File: config.mk
export PLATFORM = sky130hd
export DESIGN_NAME = add_sub_pipe
export DESIGN_NICKNAME = d
export VERILOG_FILES = /design/src/rtl/add_sub_pipe.sv
export SDC_FILE = /design/constraint.sdc
export NUM_CORES = 1
export LEC_CHECK = 0
export CELL_PAD_IN_SITES_DETAIL_PLACEMENT = 1
export CELL_PAD_IN_SITES_GLOBAL_PLACEMENT = 1
export CORE_ASPECT_RATIO = 0.9
export CORE_UTILIZATION = 42
export DETAILED_ROUTE_END_ITERATION = 7
export PLACE_DENSITY = 0.91
export SLEW_MARGIN = 20
export SYNTH_ARGS = -nofsm -noshare
export SYNTH_HDL_FRONTEND = slang
export SYNTH_SLANG_ARGS = --single-unit
File: constraint.sdc
create_clock -name clk -period 2.7 [get_ports clk]
set_input_delay 0.27 -clock clk [delete_from_list [all_inputs] [get_ports clk]]
set_output_delay 0.27 -clock clk [all_outputs]
set_load 0.01 [all_outputs]
File: src/rtl/add_sub_pipe.sv
// ============================================================================
// add_sub_pipe : pipelined two's-complement adder/subtractor, W bits per stage
// Optional macro ADD_SUB_SAT_EN saturates S on signed overflow.
// Revision: 1.0
// ============================================================================
`default_nettype none

module add_sub_pipe #(
  parameter int N = 16,
  parameter int W = 4
) (
  input  logic         clk,
  input  logic         rst_n,
  input  logic [N-1:0] A,
  input  logic [N-1:0] B,
  input  logic         Sel,
  input  logic         in_valid,
  output logic         in_ready,
  output logic [N-1:0] S,
  output logic         Co,
  output logic         Ov,
  output logic         Z,
  output logic         Neg,
  output logic         Sat,
  output logic         out_valid,
  input  logic         out_ready
);

  localparam int L = N / W;

  // w_*[k] are the operands presented to stage k this cycle.
  logic [N-1:0] w_a [L];
  logic [N-1:0] w_b [L];
  logic [N-1:0] w_r [L];
  logic [L-1:0] w_c;
  logic [L-1:0] w_v;

  logic         w_adv;
  logic [N-1:0] w_s_fin;
  logic         w_co_fin;
  logic         w_ov_fin;
  logic         w_sat_fin;
  logic         w_v_fin;

  logic [N-1:0] s_q;
  logic         co_q;
  logic         ov_q;
  logic         z_q;
  logic         neg_q;
  logic         valid_q;

  // Global enable: the whole pipeline moves or the whole pipeline holds.
  assign w_adv    = !valid_q || out_ready;
  assign in_ready = w_adv;

  assign w_a[0] = A;
  assign w_b[0] = Sel ? ~B : B;
  assign w_r[0] = '0;
  assign w_c[0] = Sel;
  assign w_v[0] = in_valid;

  genvar gk;
  for (gk = 0; gk < L; gk++) begin : g_stage
    localparam int LO = gk * W;

    logic [W:0]   w_sum;
    logic [N-1:0] w_r_new;

    assign w_sum = {1'b0, w_a[gk][LO +: W]} + {1'b0, w_b[gk][LO +: W]}
                 + {{W{1'b0}}, w_c[gk]};

    always_comb begin
      w_r_new          = w_r[gk];
      w_r_new[LO +: W] = w_sum[W-1:0];
    end

    if (gk < L - 1) begin : g_mid
      logic [N-1:0] a_q;
      logic [N-1:0] b_q;
      logic [N-1:0] r_q;
      logic         c_q;
      logic         v_q;

      always_ff @(posedge clk or negedge rst_n) begin
        if (!rst_n) begin
          a_q <= '0;
          b_q <= '0;
          r_q <= '0;
          c_q <= 1'b0;
          v_q <= 1'b0;
        end else if (w_adv) begin
          a_q <= w_a[gk];
          b_q <= w_b[gk];
          r_q <= w_r_new;
          c_q <= w_sum[W];
          v_q <= w_v[gk];
        end
      end

      assign w_a[gk+1] = a_q;
      assign w_b[gk+1] = b_q;
      assign w_r[gk+1] = r_q;
      assign w_c[gk+1] = c_q;
      assign w_v[gk+1] = v_q;
    end else begin : g_last
      logic w_ov;

      // Carry into the MSB is a^b^s at bit N-1, so Ov needs no extra chain tap.
      assign w_ov     = w_a[gk][N-1] ^ w_b[gk][N-1] ^ w_r_new[N-1] ^ w_sum[W];
      assign w_co_fin = w_sum[W];
      assign w_ov_fin = w_ov;
      assign w_v_fin  = w_v[gk];

`ifdef ADD_SUB_SAT_EN
      always_comb begin
        w_s_fin   = w_r_new;
        w_sat_fin = 1'b0;
        if (w_ov) begin
          w_sat_fin = 1'b1;
          w_s_fin   = w_a[gk][N-1] ? {1'b1, {(N-1){1'b0}}} : {1'b0, {(N-1){1'b1}}};
        end
      end
`else
      assign w_s_fin   = w_r_new;
      assign w_sat_fin = 1'b0;
`endif
    end
  end

  always_ff @(posedge clk or negedge rst_n) begin
    if (!rst_n) begin
      s_q     <= '0;
      co_q    <= 1'b0;
      ov_q    <= 1'b0;
      z_q     <= 1'b0;
      neg_q   <= 1'b0;
      valid_q <= 1'b0;
    end else if (w_adv) begin
      s_q     <= w_s_fin;
      co_q    <= w_co_fin;
      ov_q    <= w_ov_fin;
      z_q     <= (w_s_fin == '0);
      neg_q   <= w_s_fin[N-1];
      valid_q <= w_v_fin;
    end
  end

`ifdef ADD_SUB_SAT_EN
  logic sat_q;

  always_ff @(posedge clk or negedge rst_n) begin
    if (!rst_n) begin
      sat_q <= 1'b0;
    end else if (w_adv) begin
      sat_q <= w_sat_fin;
    end
  end

  assign Sat = sat_q;
`else
  logic w_sat_unused;
  assign w_sat_unused = w_sat_fin;
  assign Sat          = 1'b0;
`endif

  assign S         = s_q;
  assign Co        = co_q;
  assign Ov        = ov_q;
  assign Z         = z_q;
  assign Neg       = neg_q;
  assign out_valid = valid_q;

endmodule

`default_nettype wire

Word level (Yosys, flattened, before mapping)
Cells that the tools add are included.

word-level totals
  input bits = 37
  bits in registers = 147

operators by class
  bitwise operators = 4
  add/subtract/negate cells = 8
  multiplexer cells = 1
  reduce and logical (&&, ||, !) cells = 3

operators with widths
  kind                                    number
  4-bit by 4-bit adder with 5-bit output  4
  5-bit by 1-bit adder with 5-bit output  4
  16-bit logical NOT                      1
  16-bit 2-to-1 mux                       1
  16-bit inverter                         1
  1-bit XOR                               3
  1-bit logical NOT                       1
  1-bit logical OR                        1

Logic depth before layout (Yosys ltp)
Gate-level depths: netlist (run 1).

  word-level depth = 4
  depth in mapped cells = 8

Worst setup path before layout (run 1)
Ideal clock, no wire load.

  path type = reg2reg
  from = register g_stage[2].g_mid.a_q[12]
  to = register ov_q (netlist: Ov)
  path slack = 0.767 ns
  stages on the path, launching flop included = 7
  path buffers = 0
  arrival = 1.800 ns
  period minus slack after synthesis = 1.933 ns
  library setup time = 0.133 ns
  cells stage by stage = dfrtp_1 > fa_1 > fa_1 > a21o_1 > a21oi_1 > xnor2_1 > o21ai_0

on the way
  longest elaborated chain between the ends = 4

RTL lines
  element                                   RTL line  source
  from (decl)                               78        logic [N-1:0] a_q;
  from (signal assigned)                    92        a_q <= w_a[gk];
  4-bit by 4-bit adder with 5-bit output *  69        assign w_sum = {1'b0, w_a[gk][LO +: W]} + {1'b0, w_b[gk][LO +: W]}
  5-bit by 1-bit adder with 5-bit output *  70        + {{W{1'b0}}, w_c[gk]};
  1-bit XOR                                 109       assign w_ov = w_a[gk][N-1] ^ w_b[gk][N-1] ^ w_r_new[N-1] ^ w_sum[W];
  1-bit XOR *                               109
  to (signal assigned)                      141       ov_q <= w_ov_fin;
  to (decl)                                 47        logic ov_q;

Every way passes the cells marked *; elsewhere a longest branch is shown, timed or not.
A chain may end at the register's enable or synchronous reset.

Worst setup path in the final report (run 1)
Same ends and word-level chain as after synthesis.

==> results of run 1 <==
-- layer usage --
layer	routed length [microns]	part of all wire, %	GRT usage [%]	vias to the layer above
met3	349	3.6	4.01	20
met4	220	2.3	8.00	0
met5	0	0	0	-
met2	4800	49	33.5	62
li1	-	-	-	1535
met1	4380	45	26.6	1559
-- logic make-up (layout without fill, tap and decap cells) --
family	after synthesis	after routing	share of synthesized area (%)
xor+xnor	24	24	4.87
fa+ha+maj	19	19	6.73
other cells	1	1	0.0869
buf+inv	33	87	3.51
flops	98	98	56.8
simple gates	236	236	21.1
mux	2	2	0.696
compound gates	46	46	6.18
-- registers in the layout, indices dropped and copies added (netlist names) --
signal and flops:
g_stage.g_mid.a_q 24, g_stage.g_mid.b_q 24, g_stage.g_mid.r_q 24, S 16
g_stage.g_mid.c_q 3, g_stage.g_mid.v_q 3, Co 1, Ov 1
Z 1, out_valid 1
-- worst min-delay path by stage --
stage               startpoint                       end  depth (start not counted)
detailed placement       rst_n      g_stage[1].g_mid.v_q                          1
CTS                      A[15]  g_stage[0].g_mid.a_q[15]                          3
global route              A[9]   g_stage[0].g_mid.a_q[9]                          3
global placement         rst_n      g_stage[0].g_mid.v_q                          1
finish                   rst_n      g_stage[1].g_mid.v_q                          2
floorplan                rst_n                        Co                          0
-- cell usage after synthesis --
cell type  number  area (sq um)
a21o_1          6          45.0
a21oi_1        13          65.1
a31oi_4         1          21.3
a32o_1          1          10.0
and3_1          1          6.26
buf_1           2          7.51
buf_2          10          50.1
buf_4           2          15.0
buf_6           1          11.3
clkbuf_1       10          37.5
conb_1          1          3.75
dfrtp_1        98          2450
fa_1            7           140
ha_1           12           150
inv_1           7          26.3
inv_2           1          3.75
mux2_4          2          30.0
nand2_1       217           815
nand2b_1        1          6.26
nor2_1         10          37.5
nor2b_1         3          18.8
nor4_1          3          18.8
o21ai_0        25           125
or4_1           1          7.51
xnor2_1        16           140
xor2_1          8          70.1
-- power by group --
part           switching [mW]  internal, mW  leakage, nW
sequential              0.425          2.12         1.18
combinational            1.25          1.02         1.28
clock                   0.543         0.741        0.149
-- final cells by class --
type	instances	area, sq um
sequential	98	2450
tap	126	158
fill	1138	4520
clock inverter	5	53.8
timing repair buffer	63	656
multi-input combinational	328	1720
inverter	8	30.0
clock buffer	11	243
-- metrics by stage --
step	hold slack, ns	power, mW
after global placement	0.319	4.61
after floorplan	-0.0256	3.88
after global routing	0.474	6.57
after CTS	0.454	6.17
after detailed placement	0.324	4.80
final	0.457	6.09
==> flow_summary.yaml, run 1 <==
worst_setup_path:
  r2r_end: "Ov"
  cpMostUsedCell: "fa_1"
  critPathCapture: "Ov"
  reg2reg_setup_slack_ns: 0.58
  slowest_stage: "fa_1"
  path_class: "reg2reg"
  crit_arrival_ns: 2.33
  end_kind: "register"
  rr_worst_depth: 6
  cp.depth: 6
  crit_family: "adder cells"
  cp_cell_sequence: "fa_1, fa_1, a21o_1, a21oi_1, xnor2_1, o21ai_0"
  cp-start-kind: "register"
  critPathMaxFanout: 2
  cp_num_buf_inv: 0
  cp_slowest_stage_delay_ns: 0.48
  worstPathRequired_ns: 2.91
  worstReg2RegStart: "g_stage[2].g_mid.a_q[12]"
  crit_start: "g_stage[2].g_mid.a_q[12]"
clocking:
  cts-root-buf: "clkbuf_16"
  cts_setup_buffers: 0
  clk_pin_slew_ns: 0.07
  ctsResizeCount: 0
  cts_tree: "built"
  worstSkewPairLatency_ns: 0.34
  cts.sinks: 98
  h-tree-depth: 3
  holdBufCountCts: 1
  cts_buffers: 9
  cts_max_path_buffers: 2
final_layout:
  final_nets: 564
  syn_to_final_growth_pct: 23.1
  design_area_sq_mm: 0.00531
  layout_common_cells: "nand2_1, dfrtp_1, clkdlybuf4s50_1"
  final_util_pct: 54.0
  diodes: 0
  layout-drive-gt1-share_pct: 4.87
  final_common_cell: "nand2_1"
  stdcell_count: 639
die:
  start_util_pct: 43.9
  ioPinCount: 60
  dieWidth_microns: 109
  die_area_sq_mm: 0.0107
  die_h_microns: 98.2
  coreArea_sq_mm: 0.00983
  rows: 34
logic_synthesis:
  yosys_warnings: 0
  synthesis.instances: 459
  synthDistinctLibCells: 26
  syn-cell-area_sq_mm: 0.00431
  ys_seq_area_share_pct: 56.8
  synth_seq_cells: 98
  syn_avg_cell_area_sq_um: 9.40
  synthesis.nets: 515
placement:
  port_buffers: 58
  place_inst: 622
  placed_area_sq_mm: 0.00500
  place_hpwl_mm: 6.38
  gp_congestion: 0.758
  pre_cts_ws_ns: 0.513
sta:
  rsz0062_at_grt: "false"
  finalSetupTns_ns: 0
  relSlewSlack_pct: 59.1
  finalSetupViolCount: 0
  finalHoldViolCount: 0
  min_period_ns: 2.12
  setup_slack_ns: 0.579
  fin_skew_ns: 0.00554
  worst_pin_slew_ns: 0.613
  slew_viol_final: 0
  min_period_over_period_pct: 78.6
  fmax_mhz: 471
detailed_routing:
  drc: 0
  avgViaCountPerCell: 4.97
  drt_iter0_drc: 77
  via_count: 3176
  wl_per_cell_microns: 15.3
  drt-total-wl_mm: 9.75
  ant_nets: 0
  first_pass_iters: 4
global_routing:
  antenna_found_initial: 0
  grt_pass1_wl_mm: 16.7
  grt_pass1_vias: 3431
  grt_max_degree: 105
  grt_usage_pct: 20.4
  grt_overflow: 0
power:
  ir_drop_mv: 0.433
  power_density_mw_per_mm2: 1150
  p_leak_nw: 2.61
worst_hold_path:
  worstHoldPathType: "in2async"
job:
  max_cap_viol_count: 0
outcome:
  status: "finished, final reports clean"
No activity file was read; power rests on OpenSTA's default activity.
==> run 2: changes to the inputs <==
- CORE_UTILIZATION: 42 -> 38
- PLACE_DENSITY: 0.91 -> 0.87
- clock period: 2.7 -> 1.8 ns (I/O delays scaled with it)
==> run 2 against run 1 <==
Global-route usage decreased by 0.24 points. Critical endpoint unchanged. Core utilization decreased by 4.0 points. The flow now finishes with violations (negative setup slack). Largest power group unchanged. Wire length increased by 9.6%.
==> flow_summary.yaml, run 2 (synthesis results as in run 1) <==
die:
  die_area_sq_mm: 0.0118
  die_h_microns: 103
  ioPinCount: 60
  dieWidth_microns: 114
  rows: 36
  start_util_pct: 39.4
  coreArea_sq_mm: 0.0109
power:
  p_comb_share_pct: 38.6
  ir_drop_mv: 0.612
  power.total_mw: 9.46
  internal_power_mw: 5.98
  power_density_mw_per_mm2: 1730
  p_leak_nw: 2.69
  pwr-share-clk_pct: 20.6
  swShare_pct: 36.8
  power_switching_mw: 3.48
  p_seq_share_pct: 40.7
outcome:
  violations: "negative setup slack"
  status: "complete, but fails checks"
placement:
  placed_area_sq_mm: 0.00512
  gp_congestion: 0.760
  port_buffers: 58
  place_hpwl_mm: 7.19
final_layout:
  diodes: 0
  design_area_sq_mm: 0.00548
  final_nets: 581
  syn_to_final_growth_pct: 26.9
  layout_common_cells: "nand2_1, dfrtp_1, clkdlybuf4s50_1"
  final_common_cell: "nand2_1"
  layout-drive-gt1-share_pct: 8.68
  top_regs: "g_stage.g_mid.a_q x24, g_stage.g_mid.b_q x24, g_stage.g_mid.r_q x24"
  fill_cells: 1260
global_routing:
  grt_pass1_wl_mm: 18.0
  grtUsageMet3_pct: 3.23
  grt_max_degree: 57
  grtUsageMet2_pct: 35.9
  grt_pass1_vias: 3589
  grt_overflow: 0
  grt_usage_pct: 20.2
  antenna_found_initial: 0
  use_met1_pct: 24.5
  top_usage_layer: "met2"
worst_setup_path:
  rr_worst_depth: 6
  cpMostUsedCell: "fa_2"
  cp_slowest_stage_delay_ns: 0.42
  critPathMaxFanout: 2
  crit_arrival_ns: 2.14
  cp.depth: 6
  worstPathRequired_ns: 2.00
  cp-start-kind: "register"
  slowest_stage: "dfrtp_1"
  cp_cell_sequence: "fa_2, fa_2, a21o_1, a21oi_2, xnor2_1, o21ai_1"
  crit_family: "adder cells"
  path_class: "reg2reg"
  end_kind: "register"
  cp_num_buf_inv: 0
clocking:
  cts-root-buf: "clkbuf_16"
  worstSkewPairLatency_ns: 0.34
  cts_buffers: 9
  cts_max_path_buffers: 2
  cts.sinks: 98
  clk_pin_slew_ns: 0.07
  cts_tree: "built"
  h-tree-depth: 3
detailed_routing:
  avgViaCountPerCell: 4.78
  drt-total-wl_mm: 10.7
  via_count: 3262
  wl_per_cell_microns: 15.7
  drc: 0
  first_pass_iters: 4
  ant_nets: 0
  drt_iter0_drc: 142
sta:
  fin_skew_ns: 0.00622
  min_period_over_period_pct: 108
  rsz0062_at_grt: "true"
  fmax_mhz: 516
  slew_viol_final: 0
  finalHoldViolCount: 0
  timing.hold.ws_ns: 0.185
  min_period_ns: 1.94
  finalSetupViolCount: 4
  setup_slack_ns: -0.140
worst_hold_path:
  worstHoldPathType: "in2async"
job:
  max_cap_viol_count: 0
[run 2: worst paths after layout]
path | start | endpoint | slack, ns
worst max register to register | g_stage[2].g_mid.a_q[12] | Ov | -0.14
min in group clk | A[15] | g_stage[0].g_mid.a_q[15] | 0.37
worst min register to register | S[1] | S[1] | 0.47
worst max-delay path | g_stage[2].g_mid.a_q[12] | Ov | -0.14
worst min-delay path | rst_n | S[2] | 0.18
max in group asynchronous | rst_n | g_stage[1].g_mid.b_q[14] | 0.93
[run 2: per-stage QoR]
step | instances | setup WS, ns | TNS [ns] | util [%]
CTS | 681 | -0.149 | -0.431 | 50.0
global placement | 660 | -0.169 | -0.371 | 46.8
detailed placement | 660 | -0.317 | -0.889 | 46.8
floorplan | 459 | -0.0189 | -0.0267 | -
finish | 682 | -0.140 | -0.409 | 50.0
global route | 682 | -0.201 | -0.647 | 50.0
[run 2: power by group through the flow]
stage	Sequential (mW)	Clock [mW]	Combinational (mW)
after floorplan	3.76	0	2.09
after global placement	3.79	0	3.21
after detailed placement	3.88	0	3.45
after CTS	3.86	1.98	3.68
after global routing	3.98	2.07	4.13
final	3.85	1.95	3.65
[run 2: final cells by class]
type	count	area [sq um]	share of cell area, %
sequential	98	2450	44.8
clock inverter	5	61.3	1.12
timing repair buffer	80	769	14.1
tap	152	190	3.47
clock buffer	11	243	4.43
inverter	8	30.0	0.548
multi-input combinational	328	1730	31.6
[run 2: timing repair]
action / in CTS / in global routing
gates resized for setup: 3 / 0
setup buffers: 4 / 1
pin swaps: 5 / 1
setup endpoints to repair: 5 / 4
hold buffers: 1 / 0
endpoints found under the hold margin: 98 / 0
[run 2: metal layers]
layer  wire length, microns  vias up  share of wire [%]
met1                   4570     1617                 43
met3                    322       19                3.0
met5                      0        -                  0
li1                       -     1560                  -
met4                    282        0                2.6
met2                   5510       66                 52
==> run 3: changes to the inputs <==
- CORE_UTILIZATION: 38 -> 43
- DONT_BUFFER_PORTS: default -> 1
- PLACE_DENSITY: 0.87 -> 0.85
==> run 3 against run 2 <==
Die area fell by 11%. Critical endpoint is now Z. Critical path depth stayed put. The run ends with negative hold slack, negative setup slack left. Clock-buffer cell count down 1. Sequential power increased by 3%. Core utilization rose by 0.60 points. Setup slack worse by 0.065 ns. First-iteration DRC count is 50% lower. Largest cell class unchanged. Non-clock buffer count fell by 47. Wire length down 7.4%. Clock power decreased by 21%.
==> flow_summary.yaml, run 3 (synthesis results as in run 1) <==
worst_hold_path:
  worstHoldPathType: "in2async"
sta:
  finalSetupViolCount: 4
  setup_slack_ns: -0.204
  slew_viol_final: 0
  finalHoldViolCount: 98
  rsz0062_at_grt: "true"
  timing.hold.ws_ns: -0.496
  min_period_over_period_pct: 111
  min_period_ns: 2.00
  fmax_mhz: 499
  fin_skew_ns: 0.0132
clocking:
  h-tree-depth: 3
  cts-root-buf: "clkbuf_8"
  cts_max_path_buffers: 2
  cts_buffers: 9
  worstSkewPairLatency_ns: 0.36
  holdBufCountCts: 16
  cts.sinks: 98
  cts_tree: "built"
  clk_pin_slew_ns: 0.10
die:
  die_h_microns: 97.0
  die_area_sq_mm: 0.0104
  rows: 34
  ioPinCount: 60
  dieWidth_microns: 108
  start_util_pct: 44.5
  coreArea_sq_mm: 0.00970
global_routing:
  grt_pass1_wl_mm: 16.3
  grt_usage_pct: 20.1
  grt_pass1_vias: 3299
  antenna_found_initial: 1
  grt_max_degree: 99
  grt_overflow: 0
detailed_routing:
  drt-total-wl_mm: 9.89
  wl_per_cell_microns: 16.2
  avgViaCountPerCell: 5.00
  ant_nets: 0
  drc: 0
  first_pass_iters: 4
  via_count: 3051
  drt_iter0_drc: 71
final_layout:
  final_nets: 534
  design_area_sq_mm: 0.00491
  syn_to_final_growth_pct: 13.8
  layout-drive-gt1-share_pct: 9.11
  top_regs: "g_stage.g_mid.a_q x24, g_stage.g_mid.b_q x24, g_stage.g_mid.r_q x24"
  final_common_cell: "nand2_1"
  layout_common_cells: "nand2_1, dfrtp_1, o21ai_0"
placement:
  pre_cts_ws_ns: -0.189
  place_hpwl_mm: 6.17
  port_buffers: 0
  placed_area_sq_mm: 0.00446
  gp_congestion: 0.753
worst_setup_path:
  end_kind: "register"
  crit_arrival_ns: 2.26
  cp-start-kind: "register"
  path_class: "reg2reg"
  worstPathRequired_ns: 2.06
  critPathMaxFanout: 2
outcome:
  status: "complete, but fails checks"
  violations: "negative hold slack, negative setup slack"
job:
  max_cap_viol_count: 0
power:
  p_leak_nw: 2.46
  ir_drop_mv: 0.741
  power_density_mw_per_mm2: 1750
## run 3: final timing paths
check,start,to,slack (ns),depth (start not counted)
setup / recovery,g_stage[2].g_mid.c_q,Z,-0.20,6
min in group clk,B[12],g_stage[0].g_mid.b_q[12],0.01,2
max in group asynchronous,rst_n,g_stage[1].g_mid.r_q[5],2.15,0
setup reg to reg,g_stage[2].g_mid.c_q,Z,-0.20,6
hold reg to reg,g_stage[1].g_mid.a_q[15],g_stage[1].g_mid.a_q[15],0.47,2
hold / removal,rst_n,g_stage[0].g_mid.a_q[14],-0.50,0
## run 3: through the flow
stage | total power [mW] | hold WS (ns) | TNS [ns] | std cells | utilization (%)
6_report | 8.59 | -0.496 | -0.497 | 610 | 50.6
5_1_grt | 9.27 | -0.527 | -0.677 | 610 | 50.6
4_1_cts | 8.50 | -0.513 | -0.414 | 606 | 50.2
3_5_place_dp | 6.74 | -0.114 | -0.366 | 571 | 46.0
3_3_place_gp | 6.48 | -0.113 | -0.0970 | 571 | 46.0
2_1_floorplan | 5.85 | -0.116 | -0.0267 | 459 | -
## run 3: cell type report
| type | instances | area (sq um) |
|---|---|---|
| well taps | 126 | 158 |
| repair buffers | 33 | 304 |
| multi-input cells | 328 | 1750 |
| flip-flops and latches | 98 | 2450 |
| clock buffers | 10 | 128 |
| inverters | 8 | 32.5 |
| fillers | 1114 | 4790 |
| diodes | 1 | 2.50 |
| clock inverters | 6 | 88.8 |
## run 3: worst max-delay path, stage by stage, from the launching register on
cell and delay [ns]:
dfrtp_1 0.41, fa_2 0.42, fa_2 0.36, buf_4 0.16, xnor2_2 0.15, and3_1 0.19, a32o_1 0.21
## run 3: metal layers
layer / vias to the layer above / global-route usage [%] / share of wire [%]
met5: - / 0 / 0
met4: 0 / 6.53 / 2.6
met3: 18 / 5.86 / 4.8
met2: 65 / 33.9 / 50
met1: 1501 / 24.6 / 43
li1: 1467 / - / -
## run 3: where the power goes
| group | internal, mW | switching [mW] | leakage, nW |
|---|---|---|---|
| registers | 3.17 | 0.791 | 1.18 |
| clock network | 0.786 | 0.753 | 0.103 |
| logic | 1.34 | 1.74 | 1.17 |
| total | 5.30 | 3.29 | 2.46 |
## run 3: what timing repair did
action	4_1_cts	5_1_grt
endpoints found under the hold margin	113	98
buffers inserted	3	3
pin swaps	7	8
resized for setup	3	6
endpoints found under the setup margin	4	6
==> RTL change (config.mk and constraints of run 1) <==
The option `ADD_SUB_SAT_EN` is turned on by a define.
--- a/src/rtl/add_sub_pipe.sv
+++ b/src/rtl/add_sub_pipe.sv
@@ -6,2 +6,4 @@
 `default_nettype none
+
+`define ADD_SUB_SAT_EN
 
Behaviour: not the same (Yosys sat finds a counterexample within 10 cycles, from zero or initial values and one cycle with rst_n low).
==> RTL change against run 1 <==
  * Final area rose by 2.8%
  * Sequential share of layout area shrank 1.2 points
  * Sequential cell count stayed put
  * Highest routed layer unchanged
  * Largest cell class unchanged
  * Critical path depth up 3
  * Total power rose by 17%
  * Setup slack worse by 0.48 ns
  * Combinational power up 43%
  * Core utilization increased by 1.0 points
  * Wire length is 3.9% higher
  * Global-route usage increased by 0.72 points
  * Synthesized area up 1.5%
==> RTL change: results (changes against run 1) <==
clk slew on worst S/H paths: 0.07 ns (about the same)
vias in the first global route: 3598 (+4.9%)
Arrival @ worst endpoint: 2.83 ns (+0.50 ns)
RR Startpoint: g_stage[2].g_mid.a_q[12]
Hold Crit Endpoint: g_stage[0].g_mid.a_q[13]
worst hold start: A[13]
Clk Latency, worst-skew pair: 0.34 ns (about the same)
Global Route met2 Usage: 36.6% (+3.1 points)
first-pass iteration count of the detailed router: 4 (unchanged)
n_diodes: 0 (unchanged)
Final WS setup: 0.100 ns (-0.478 ns)
met1 GRT Util: 26.4% (-0.26 points)
drt wl/cell: 15.6 um (+2.3%)
worst clock skew: 0.00948 ns (+0.00394 ns)
Lkg Pwr: 2.63 nW (+0.58%)
Iter 0 DRT Violations: 159 (+110%)
largest net degree at the start of global routing: 102 (-2.9%)
Worst Hold Class: in -> reg
worst slew pin tran: 0.687 ns (+0.0739 ns)
Detail Placement HPWL: 6.55 mm (+2.7%)
first-pass GRT wire length: 17.5 mm (+4.9%)
VDD IR max: 0.000809 V (+87%)
ys async rst share: 100% (unchanged)
GRT Resource Usage Total: 21.2% (+0.72 points)
worst-case clock buffer depth: 2 (unchanged)
Reg2Reg Depth: 9 (+3)
commonest cells in the synthesized netlist: 189 x nand2_1, 98 x dfrtp_1, 25 x o21ai_0
outcome: completed
Synth cell types: 30 (+15%)
syn nets: 522 (+1.4%)
clk root buf: clkbuf_16
H-tree depth: 3 (unchanged)
net count reported at finish: 575 (+2.0%)
Seq/Total Area, Yosys: 56.0% (-0.81 points)
Num CTS Buffers: 9 (unchanged)
crit path max fanout: 7 (+5)
Synth area leaders: dfrtp_1 56%, nand2_1 16%, ha_1 3.4%
Buffers on Ports: 59 (+1.7%)
Synth warnings: 0 (unchanged)
pre-CTS WS: -0.114 ns (-0.627 ns)
drt via density: 5.12 (+2.9%)
Hold Path Stages: 3
Largest regs: g_stage.g_mid.a_q (24), g_stage.g_mid.b_q (24), g_stage.g_mid.r_q (24)
Cell Area, Placed: 0.00508 mm^2 (+1.6%)
FF-to-FF End: Z
initial antenna violation count: 0 (unchanged)
M3 GR Usage: 3.17% (-0.83 points)
GP Congestion: 0.759 (+0.13%)
share of cells above drive strength 1: 6.50% (+1.6 points)
==> RTL change: changes by cell type after synthesis, sizes merged, moves of 7 or more <==
cell / change
nor2: +12
clkbuf: +10
a31oi: +13
nand2: -28
buf: -7
==> RTL change: kinds of logic after synthesis <==
kind of cell | count (synthesis) | share of synthesized area (%)
multiplexers | 3 | 0.743
adder cells (fa/ha/maj) | 19 | 6.63
buffers and inverters | 38 | 3.66
AND/OR/NAND/NOR | 219 | 19.2
AO/OA/AOI/OAI | 65 | 8.75
XOR/XNOR | 24 | 4.97
flip-flops | 98 | 56.0
==> RTL change: worst max path at each step <==
stage | startpoint | end | cells after the start
2_1_floorplan | g_stage[2].g_mid.a_q[12] | S[4] | 9
3_3_place_gp | g_stage[2].g_mid.a_q[12] | S[11] | 7
3_5_place_dp | g_stage[2].g_mid.a_q[12] | S[4] | 7
4_1_cts | g_stage[2].g_mid.a_q[12] | S[14] | 8
5_1_grt | g_stage[2].g_mid.a_q[12] | S[14] | 8
6_report | g_stage[2].g_mid.a_q[12] | Z | 9
==> RTL change: area by class of cell <==
type / instances / area, um^2
Sequential cell: 98 / 2450
Timing Repair Buffer: 70 / 727
Clock buffer: 11 / 253
Clock inverter: 4 / 51.3
Multi-Input combinational cell: 330 / 1780
Fill cell: 1145 / 4450
Tap cell: 126 / 158
Inverter: 10 / 37.5
==> RTL change: critical path, cell delays in order, from the launching register on <==
cell,delay (ns)
dfrtp_1,0.41
fa_1,0.49
fa_1,0.42
a21o_1,0.23
a21oi_4,0.19
xnor2_2,0.14
buf_6,0.16
buf_12,0.11
mux2i_1,0.07
a32o_1,0.26
==> RTL change: metal layers <==
layer	part of all wire, %	wire (um)
met5	0	0
met4	2.1	215
met3	3.0	299
met2	52	5310
met1	43	4310
==> RTL change: what timing repair did <==
item | in CTS | in global routing
pin swaps | 1 | 0
gates cloned | 0 | 0
endpoints found under the setup margin | 15 | 13
hold buffers | 1 | 0
endpoints found under the hold margin | 20 | 0
setup buffers | 0 | 5
resized for setup | 3 | 1
==> RTL change: metrics by stage <==
| stage | TNS, ns | hold WS [ns] | instances |
|---|---|---|---|
| final | 0 | 0.455 | 649 |
| after global routing | 0 | 0.470 | 649 |
| after CTS | 0 | 0.449 | 644 |
| after detailed placement | -1.21 | 0.363 | 628 |
| after global placement | 0 | 0.343 | 628 |
| after floorplan | 0 | -0.0256 | 466 |
==> RTL change: report_power, final <==
part | switching, W | leakage (nW) | internal, W
combinational | 0.00171 | 1.30 | 0.00153
clock | 0.000543 | 0.148 | 0.000764
sequential | 0.000447 | 1.18 | 0.00214
total | 0.00270 | 2.63 | 0.00444
